==> src/rtl/rr_arbiter_4.sv <==
// -----------------------------------------------------------------------------
// rr_arbiter_4
//   Four-requester round-robin arbiter with a valid/ready grant handshake.
//   Requests are captured stickily into a pending set. From IDLE the arbiter
//   picks the first requester at or after the rotating priority pointer and
//   offers it downstream. The offer is held, without re-arbitration, until it
//   is accepted. After an accepted grant the pointer moves just past the
//   winner, and the FSM spends one cycle in IDLE.
//
// Parameters
//   RESET_PTR    : requester index holding highest priority after reset
//
// Ports
//   clk          : in  1  single clock, rising edge
//   rst_n        : in  1  asynchronous active-low reset
//   req          : in  4  request lines, level-sampled every cycle
//   grant_valid  : out 1  a grant is being offered
//   grant_ready  : in  1  downstream accept (transfer when valid & ready)
//   grant_idx    : out 2  binary index of the offered grant
//   grant_onehot : out 4  one-hot form of the grant, zero when not valid
//   pending      : out 4  registered set of requests not yet served
// -----------------------------------------------------------------------------
module rr_arbiter_4 #(
  parameter logic [1:0] RESET_PTR = 2'd0
) (
  input  logic       clk,
  input  logic       rst_n,
  input  logic [3:0] req,
  output logic       grant_valid,
  input  logic       grant_ready,
  output logic [1:0] grant_idx,
  output logic [3:0] grant_onehot,
  output logic [3:0] pending
);

  typedef enum logic {
    IDLE  = 1'b0,
    OFFER = 1'b1
  } state_e;

  state_e     state_q, state_d;
  logic [1:0] ptr_q, ptr_d;
  logic [1:0] idx_q, idx_d;
  logic [3:0] onehot_q, onehot_d;
  logic [3:0] pend_q, pend_d;

  logic [3:0] req_all;
  logic [1:0] sel_idx;
  logic       sel_found;

  // A request arriving this cycle is visible to arbitration straight away,
  // which is what gives the one-cycle request-to-grant latency.
  assign req_all = pend_q | req;

  // Rotating priority search: ptr, ptr+1, ptr+2, ptr+3, wrapping mod 4.
  // NOTE: every variable written in a combinational block gets a default at
  // the top; a path that leaves one unassigned would infer a latch.
  always_comb begin
    sel_idx   = ptr_q;
    sel_found = 1'b0;
    for (int i = 0; i < 4; i++) begin
      if (!sel_found && req_all[ptr_q + 2'(i)]) begin
        sel_idx   = ptr_q + 2'(i);
        sel_found = 1'b1;
      end
    end
  end

  always_comb begin
    state_d  = state_q;
    ptr_d    = ptr_q;
    idx_d    = idx_q;
    onehot_d = onehot_q;
    pend_d   = req_all;
    case (state_q)
      IDLE: begin
        if (sel_found) begin
          idx_d    = sel_idx;
          onehot_d = 4'b0001 << sel_idx;
          state_d  = OFFER;
        end
      end
      OFFER: begin
        // The offer is frozen until accepted, even if higher-priority requests
        // arrive. On accept, a same-cycle re-request by the winner wins over
        // the clear.
        if (grant_ready) begin
          pend_d[idx_q] = req[idx_q];
          ptr_d         = idx_q + 2'd1;
          onehot_d      = 4'b0000;
          state_d       = IDLE;
        end
      end
      default: state_d = IDLE;
    endcase
  end

  // NOTE: sequential state uses non-blocking assignments only, so every flop
  // samples the pre-edge values regardless of statement order.
  always_ff @(posedge clk or negedge rst_n) begin
    if (!rst_n) begin
      state_q  <= IDLE;
      ptr_q    <= RESET_PTR;
      idx_q    <= 2'b00;
      onehot_q <= 4'b0000;
      pend_q   <= 4'b0000;
    end else begin
      state_q  <= state_d;
      ptr_q    <= ptr_d;
      idx_q    <= idx_d;
      onehot_q <= onehot_d;
      pend_q   <= pend_d;
    end
  end

  assign grant_valid  = (state_q == OFFER);
  assign grant_idx    = idx_q;
  assign grant_onehot = onehot_q;
  assign pending      = pend_q;

endmodule

==> config.mk <==
export PLATFORM = sky130hd
export DESIGN_NAME = rr_arbiter_4
export DESIGN_NICKNAME = d
export VERILOG_FILES = /design/src/rtl/rr_arbiter_4.sv
export SDC_FILE = /design/constraint.sdc
export NUM_CORES = 1
export LEC_CHECK = 0
export CAP_MARGIN = 20
export CORE_MARGIN = 3
export CORE_UTILIZATION = 46
export CTS_CLUSTER_DIAMETER = 30
export DETAILED_ROUTE_END_ITERATION = 10
export HOLD_SLACK_MARGIN = 0.05
export PLACE_DENSITY = 0.76
export SYNTH_ARGS = -nofsm -noshare
export SYNTH_HDL_FRONTEND = slang
export SYNTH_SLANG_ARGS = --single-unit
==> constraint.sdc <==
create_clock -name clk -period 1.95 [get_ports clk]
set_input_delay 0.4875 -clock clk [delete_from_list [all_inputs] [get_ports clk]]
set_output_delay 0.4875 -clock clk [all_outputs]
set_load 0.01 [all_outputs]
==> results of run 1 <==
## worst register-to-register path: cells and delay by family, from the launching register on
kind	cells	cell delay, ns
and+or+nand+nor	2	0.63
AOI/OAI and AO/OA	2	0.50
DFF	1	0.42
## stage by stage
| stage | instance area (um2) | cells | utilization |
|---|---|---|---|
| after floorplan | 713 | 68 | - |
| after global placement | 943 | 105 | 0.682 |
| after detailed placement | 943 | 105 | 0.682 |
| after CTS | 970 | 109 | 0.701 |
| after global routing | 970 | 109 | 0.701 |
| final | 970 | 109 | 0.701 |
## Yosys cell counts, drive strengths merged
cell and n:
a22o 1, o21ai 5, nor4 1, a21oi 1, inv 5, and2 1
or3 1, a41oi 2, a211o 1, dfrtp 13, o311ai 1, nand2 9
nand3 2, nor2 4, nor2b 1, a31oi 1, clkbuf 1, or2 1
o21bai 2, mux2i 5, mux4 1, ha 4, a41o 2, a32o 2
o211ai 1
## final cells by class
cell class,count,area share
Multi-Input combinational cell,49,0.377
Sequential cell,13,0.335
Timing Repair Buffer,23,0.222
Clock buffer,4,0.0271
Inverter,5,0.0194
Tap cell,15,0.0194
## cells by family after synthesis
logic type,synth area share
AO/OA/AOI/OAI,0.200
buffers and inverters,0.0316
adder cells (fa/ha/maj),0.0702
multiplexers,0.107
flip-flops,0.456
AND/OR/NAND/NOR,0.135
## per-layer routing
| layer | routed length [um] | GRT usage | vias up | part of all wire |
|---|---|---|---|---|
| li1 | - | - | 302 | - |
| met3 | 115 | 0.0474 | 4 | 0.064 |
| met1 | 778 | 0.249 | 310 | 0.44 |
| met4 | 32 | 0.0994 | 0 | 0.018 |
| met5 | 0 | 0 | - | 0 |
| met2 | 857 | 0.319 | 33 | 0.48 |
## power by group through the flow
stage / clock [mW] / sequential, mW / combinational [mW]
after floorplan: 0 / 0.463 / 0.247
after global placement: 0 / 0.448 / 0.515
after detailed placement: 0 / 0.453 / 0.522
after CTS: 0.179 / 0.447 / 0.527
after global routing: 0.198 / 0.465 / 0.576
final: 0.175 / 0.451 / 0.529
## cells in the final DEF, fill, tap and decap left out, types with 2 or more instances in the layout
| master | instances |
|---|---|
| clkdlybuf4s50_1 | 17 |
| dfrtp_1 | 13 |
| nand2_1 | 9 |
| buf_4 | 6 |
| inv_1 | 5 |
| mux2i_1 | 5 |
| o21ai_0 | 5 |
| nor2_1 | 4 |
| ha_1 | 4 |
| clkbuf_4 | 3 |
| a41oi_1 | 2 |
| o21bai_1 | 2 |
| nand3_1 | 2 |
| a41o_1 | 2 |
| a32o_1 | 2 |
## worst min path at each step
stage,endpoint,slack [ns],depth (start not counted)
floorplan,grant_idx[0]$_DFFE_PN0P_,0.19,0
global placement,grant_onehot[1]$_DFFE_PN0P_,0.47,2
detailed placement,grant_onehot[1]$_DFFE_PN0P_,0.47,2
CTS,grant_onehot[1]$_DFFE_PN0P_,0.49,2
global route,grant_onehot[2]$_DFFE_PN0P_,0.54,1
finish,grant_onehot[1]$_DFFE_PN0P_,0.49,2
## flip-flops by register name, summed over array words and instances (netlist names)
signal,flops
grant_idx,2
grant_onehot,4
grant_valid,1
pending,4
ptr_q,2
==> run_results.csv, run 1 <==
group,metric,value,unit
outcome,outcome,"completed",
layout,multi_input_area,365,um2
clocking,clk_latency,0.28,ns
floorplanning,dieArea,2060,um2
clocking,cts_root_buffer,"clkbuf_4",
sta,finClkSkew,0.00164,ns
drt,wirelength,1780,um
placement,pre_cts_ws,-0.202,ns
sta,fmax,535,MHz
worst_setup_path,crit_cells,5,
sta,rsz0062_at_grt,"false",
worst_setup_path,r2r_end,"grant_onehot[0]$_DFFE_PN0P_",
sta,setup_tns,0,ns
worst_setup_path,r2r_start,"pending[1]$_DFF_PN0_",
layout,layout-drive-gt1-share,0.106,
worst_setup_path,critPathTopFamily,"simple AND/OR/NAND/NOR gates",
worst_setup_path,crit_fanout,3,
synth,synth.net_count,79,
clocking,cts_max_level,1,
worst_setup_path,cp_cell_sequence,"clkdlybuf4s50_1 > or2_0 > or3_1 > a41o_1 > a32o_1",
synth,syn_area,713,um2
floorplanning,placementRows,13,
power_and_ir_drop,power.total,1.16,mW
worst_setup_path,crit_start,"req[1]",
clocking,cts-buffers-inserted,3,
power_and_ir_drop,switching_power,442,uW
worst_setup_path,cp_slowest_cell,"clkdlybuf4s50_1",
synth,yosysWarnings,0,
worst_setup_path,critical_path_class,"in -> reg",
layout,diodes,0,
clocking,hold_buffers,0,
power_and_ir_drop,p_leak,0.438,nW
layout,final.fill_count,108,
power_and_ir_drop,ir_drop,769,uV
clocking,clk_pin_slew,0.09,ns
sta,hold_violations,0,
placement,hpwl,1320,um
sta,finalCritPeriodShare,0.958,
worst_setup_path,cpPeakStageDelay,0.41,ns
sta,setup_viol,0,
flow_run,drv_cap,0,
global_route,grt_pass1_wl,2850,um
worst_hold_path,worstHoldStart,"grant_onehot[1]$_DFFE_PN0P_",
sta,setup_ws,0.0817,ns
worst_setup_path,setup.worst_path.end_class,"flip-flop",
drt,vias,649,
sta,slew_viol_final,0,
drt,first_pass_iters,4,
synth,netlist.top_cell.by_area,"dfrtp_1",
placement,place_congestion,0.837,
worst_setup_path,crit_buf_inv,1,
power_and_ir_drop,power_switching_share,0.382,
sta,tightest_slew,0.612,ns
sta,relSlewSlack,0.590,
floorplanning,io_pins,18,
drt,postRouteAntennaNets,0,
worst_setup_path,reg2reg_slack,0.29,ns
clocking,cts.repair.resized,0,
sta,whs,0.490,ns
worst_setup_path,endpoint,"grant_onehot[0]$_DFFE_PN0P_",
power_and_ir_drop,p_seq_frac,0.390,
clocking,cts_buffer_depth,2,
drt,wl_per_cell,16.4,um
drt,drt_iter0_markers,28,
floorplanning,die_h,45.4,um
synth,syn_inst,68,
global_route,grt_usage,0.199,
synth,synth_top_area_frac,0.456,
floorplanning,start_util,0.516,
power_and_ir_drop,power.density,1190,nW/um2
floorplanning,die_x,45.4,um
global_route,antenna_found_initial,0,
worst_setup_path,start_kind,"input port",
layout,area_growth,36.0,%
sta,min_period,1.87,ns
worst_setup_path,crit_required,2.12,ns
power_and_ir_drop,power.internal,714,uW
global_route,grt.overflow.total,0,
global_route,grt_max_degree,14,
synth,synth_cell_types,25,
global_route,grt_pass1_vias,633,
layout,regArea,325,um2
synth,synth-seq-area-share,0.456,
layout,final_nets,106,
power_and_ir_drop,combPwrFrac,0.458,
clocking,postCtsSetupRepairBufs,0,
floorplanning,coreArea,1380,um2
placement,numPortBuffers,17,
worst_setup_path,reg2reg_depth,4,
worst_hold_path,hp-class,"reg -> reg",
drt,viasPerCell,5.95,
worst_setup_path,critPathArrivalTime,2.04,ns
synth,ys_seq_elements,13,
clocking,cts_sinks,13,
drt,drc_errors,0,
power_and_ir_drop,p_clk_frac,0.152,
synth,syn_avg_cell_area,10.5,um2
synth,ys_top_cells_by_area,"dfrtp_1 (46%), ha_1 (7.0%), mux2i_1 (7.0%)",
clocking,cts_tree,"done",
(Power assumes the default switching activity.)
==> run 2, diff against run 1 <==
==> constraint.sdc (replaced) <==
create_clock -name clk -period 1.95 [get_ports clk]
set_input_delay 0.585 -clock clk [delete_from_list [all_inputs] [get_ports clk]]
set_output_delay 0.585 -clock clk [all_outputs]
set_load 0.01 [all_outputs]
==> run 2 against run 1 <==
Net effect:
- first-iteration DRC count down 18%
- sequential share of layout area down 0.97 points
- power up 2.4%
- combinational power up 6.6%
- maximum frequency down 2.2%
- via count up 3.7%
- clock skew up 0.0079 ns
==> run_results.csv, run 2 (synthesized netlist as in run 1, its figures left out) <==
group,metric,value,unit
outcome,outcome,"completed",
placement,place_congestion,0.855,
worst_hold_path,hp-class,"reg -> reg",
drt,wirelength,1790,um
clocking,cts.repair.resized,0,
drt,postRouteAntennaNets,0,
layout,final.fill_count,98,
clocking,cts-buffers-inserted,3,
sta,finClkSkew,0.00959,ns
worst_setup_path,cp_slowest_cell,"clkdlybuf4s50_1",
clocking,cts_sinks,13,
layout,fin_util,0.722,
worst_setup_path,crit_fanout,3,
drt,vias,673,
clocking,cts_buffer_depth,2,
sta,tightest_slew,0.469,ns
global_route,grt_pass1_vias,671,
sta,setup_viol,0,
drt,viasPerCell,6.06,
floorplanning,io_pins,18,
global_route,grt.overflow.total,0,
layout,final_cell_mix,"clkdlybuf4s50_1 (17), dfrtp_1 (13), nand2_1 (9), buf_4 (8)",
floorplanning,start_util,0.516,
global_route,grt_usage,0.201,
clocking,postCtsSetupRepairBufs,0,
worst_setup_path,cp_cell_sequence,"clkdlybuf4s50_1 > or2_0 > or3_4 > a41o_1 > a32o_1",
worst_setup_path,setup.worst_path.end_class,"flip-flop",
clocking,cts_tree,"done",
clocking,clk_latency,0.29,ns
sta,setup_tns,0,ns
flow_run,drv_cap,0,
drt,drc_errors,0,
layout,diodes,0,
placement,numPortBuffers,17,
power_and_ir_drop,ir_drop,700,uV
drt,wl_per_cell,16.2,um
floorplanning,die_x,45.4,um
power_and_ir_drop,p_leak,0.454,nW
floorplanning,coreArea,1380,um2
global_route,antenna_found_initial,0,
placement,hpwl,1310,um
sta,finalCritPeriodShare,0.980,
worst_setup_path,start_kind,"input port",
worst_setup_path,crit_buf_inv,1,
layout,final_common_cell,"clkdlybuf4s50_1",
sta,slew_viol_final,0,
global_route,grt_pass1_wl,2910,um
worst_setup_path,crit_required,2.13,ns
drt,drt_iter0_markers,23,
clocking,clk_pin_slew,0.08,ns
worst_setup_path,critical_path_class,"in -> reg",
drt,first_pass_iters,4,
floorplanning,dieArea,2060,um2
clocking,cts_root_buffer,"clkbuf_4",
layout,final_cells,111,
floorplanning,die_h,45.4,um
global_route,grt_max_degree,8,
layout,final_nets,108,
placement,numPlacedInstances,107,
clocking,cts_max_level,1,
sta,fmax,523,MHz
clocking,hold_buffers,0,
worst_setup_path,cpPeakStageDelay,0.41,ns
worst_setup_path,critPathTopFamily,"simple AND/OR/NAND/NOR gates",
sta,hold_violations,0,
power_and_ir_drop,power.density,1190,nW/um2
sta,min_period,1.91,ns
layout,area_growth,40.0,%
layout,layout-drive-gt1-share,0.135,
floorplanning,placementRows,13,
worst_setup_path,critPathArrivalTime,2.09,ns
sta,relSlewSlack,0.684,
run 2: stage by stage:
| stage | total power [mW] | instance area [um2] | hold WS (ns) | worst slack (ns) |
|---|---|---|---|---|
| 2_1_floorplan | 0.710 | 713 | 0.289 | 0.205 |
| 3_3_place_gp | 0.979 | 958 | 0.470 | -0.273 |
| 3_5_place_dp | 0.987 | 958 | 0.480 | -0.286 |
| 4_1_cts | 1.17 | 985 | 0.500 | 0.00683 |
| 5_1_grt | 1.26 | 998 | 0.537 | -0.00265 |
| 6_report | 1.18 | 998 | 0.495 | 0.0388 |
run 2: worst paths after layout:
| kind | from | end | slack [ns] | cells past startpoint |
|---|---|---|---|---|
| worst max-delay path | req[1] | grant_onehot[0]$_DFFE_PN0P_ | 0.04 | 5 |
| worst min-delay path | grant_onehot[1]$_DFFE_PN0P_ | grant_onehot[1]$_DFFE_PN0P_ | 0.49 | 2 |
| worst max register to register | pending[1]$_DFF_PN0_ | grant_onehot[0]$_DFFE_PN0P_ | 0.30 | 4 |
| worst min register to register | grant_onehot[1]$_DFFE_PN0P_ | grant_onehot[1]$_DFFE_PN0P_ | 0.49 | 2 |
| max in group asynchronous | rst_n | grant_idx[1]$_DFFE_PN0P_ | 0.95 | 2 |
| min in group asynchronous | rst_n | ptr_q[0]$_DFFE_PN0P_ | 0.56 | 1 |
run 2: layout make-up:
cell class	instances	area, um2	share of cell area
multi-input combinational	49	379	0.380
tap	15	18.8	0.0188
inverter	5	18.8	0.0188
sequential	13	325	0.326
timing repair buffer	25	230	0.231
clock buffer	4	26.3	0.0263
run 2: layer usage:
metal | GRT usage | part of all wire | up-vias | routed length, um
met5 | 0 | 0 | - | 0
met4 | 0.105 | 0.020 | 0 | 36
met3 | 0.0435 | 0.089 | 5 | 160
met2 | 0.302 | 0.47 | 36 | 837
met1 | 0.270 | 0.42 | 325 | 759
li1 | - | - | 307 | -
run 2: power by group:
group | total, mW | leakage [nW] | switching (mW) | internal [mW]
combinational | 0.564 | 0.288 | 0.267 | 0.297
sequential | 0.437 | 0.151 | 0.0833 | 0.354
clock | 0.182 | 0.0150 | 0.103 | 0.0797
total | 1.18 | 0.454 | 0.453 | 0.730
run 2: worst register-to-register path, cell delays in order (launching register included):
cell     delay, ns
dfrtp_1       0.44
or2_0         0.25
or3_4         0.38
a41o_1        0.24
a32o_1        0.22
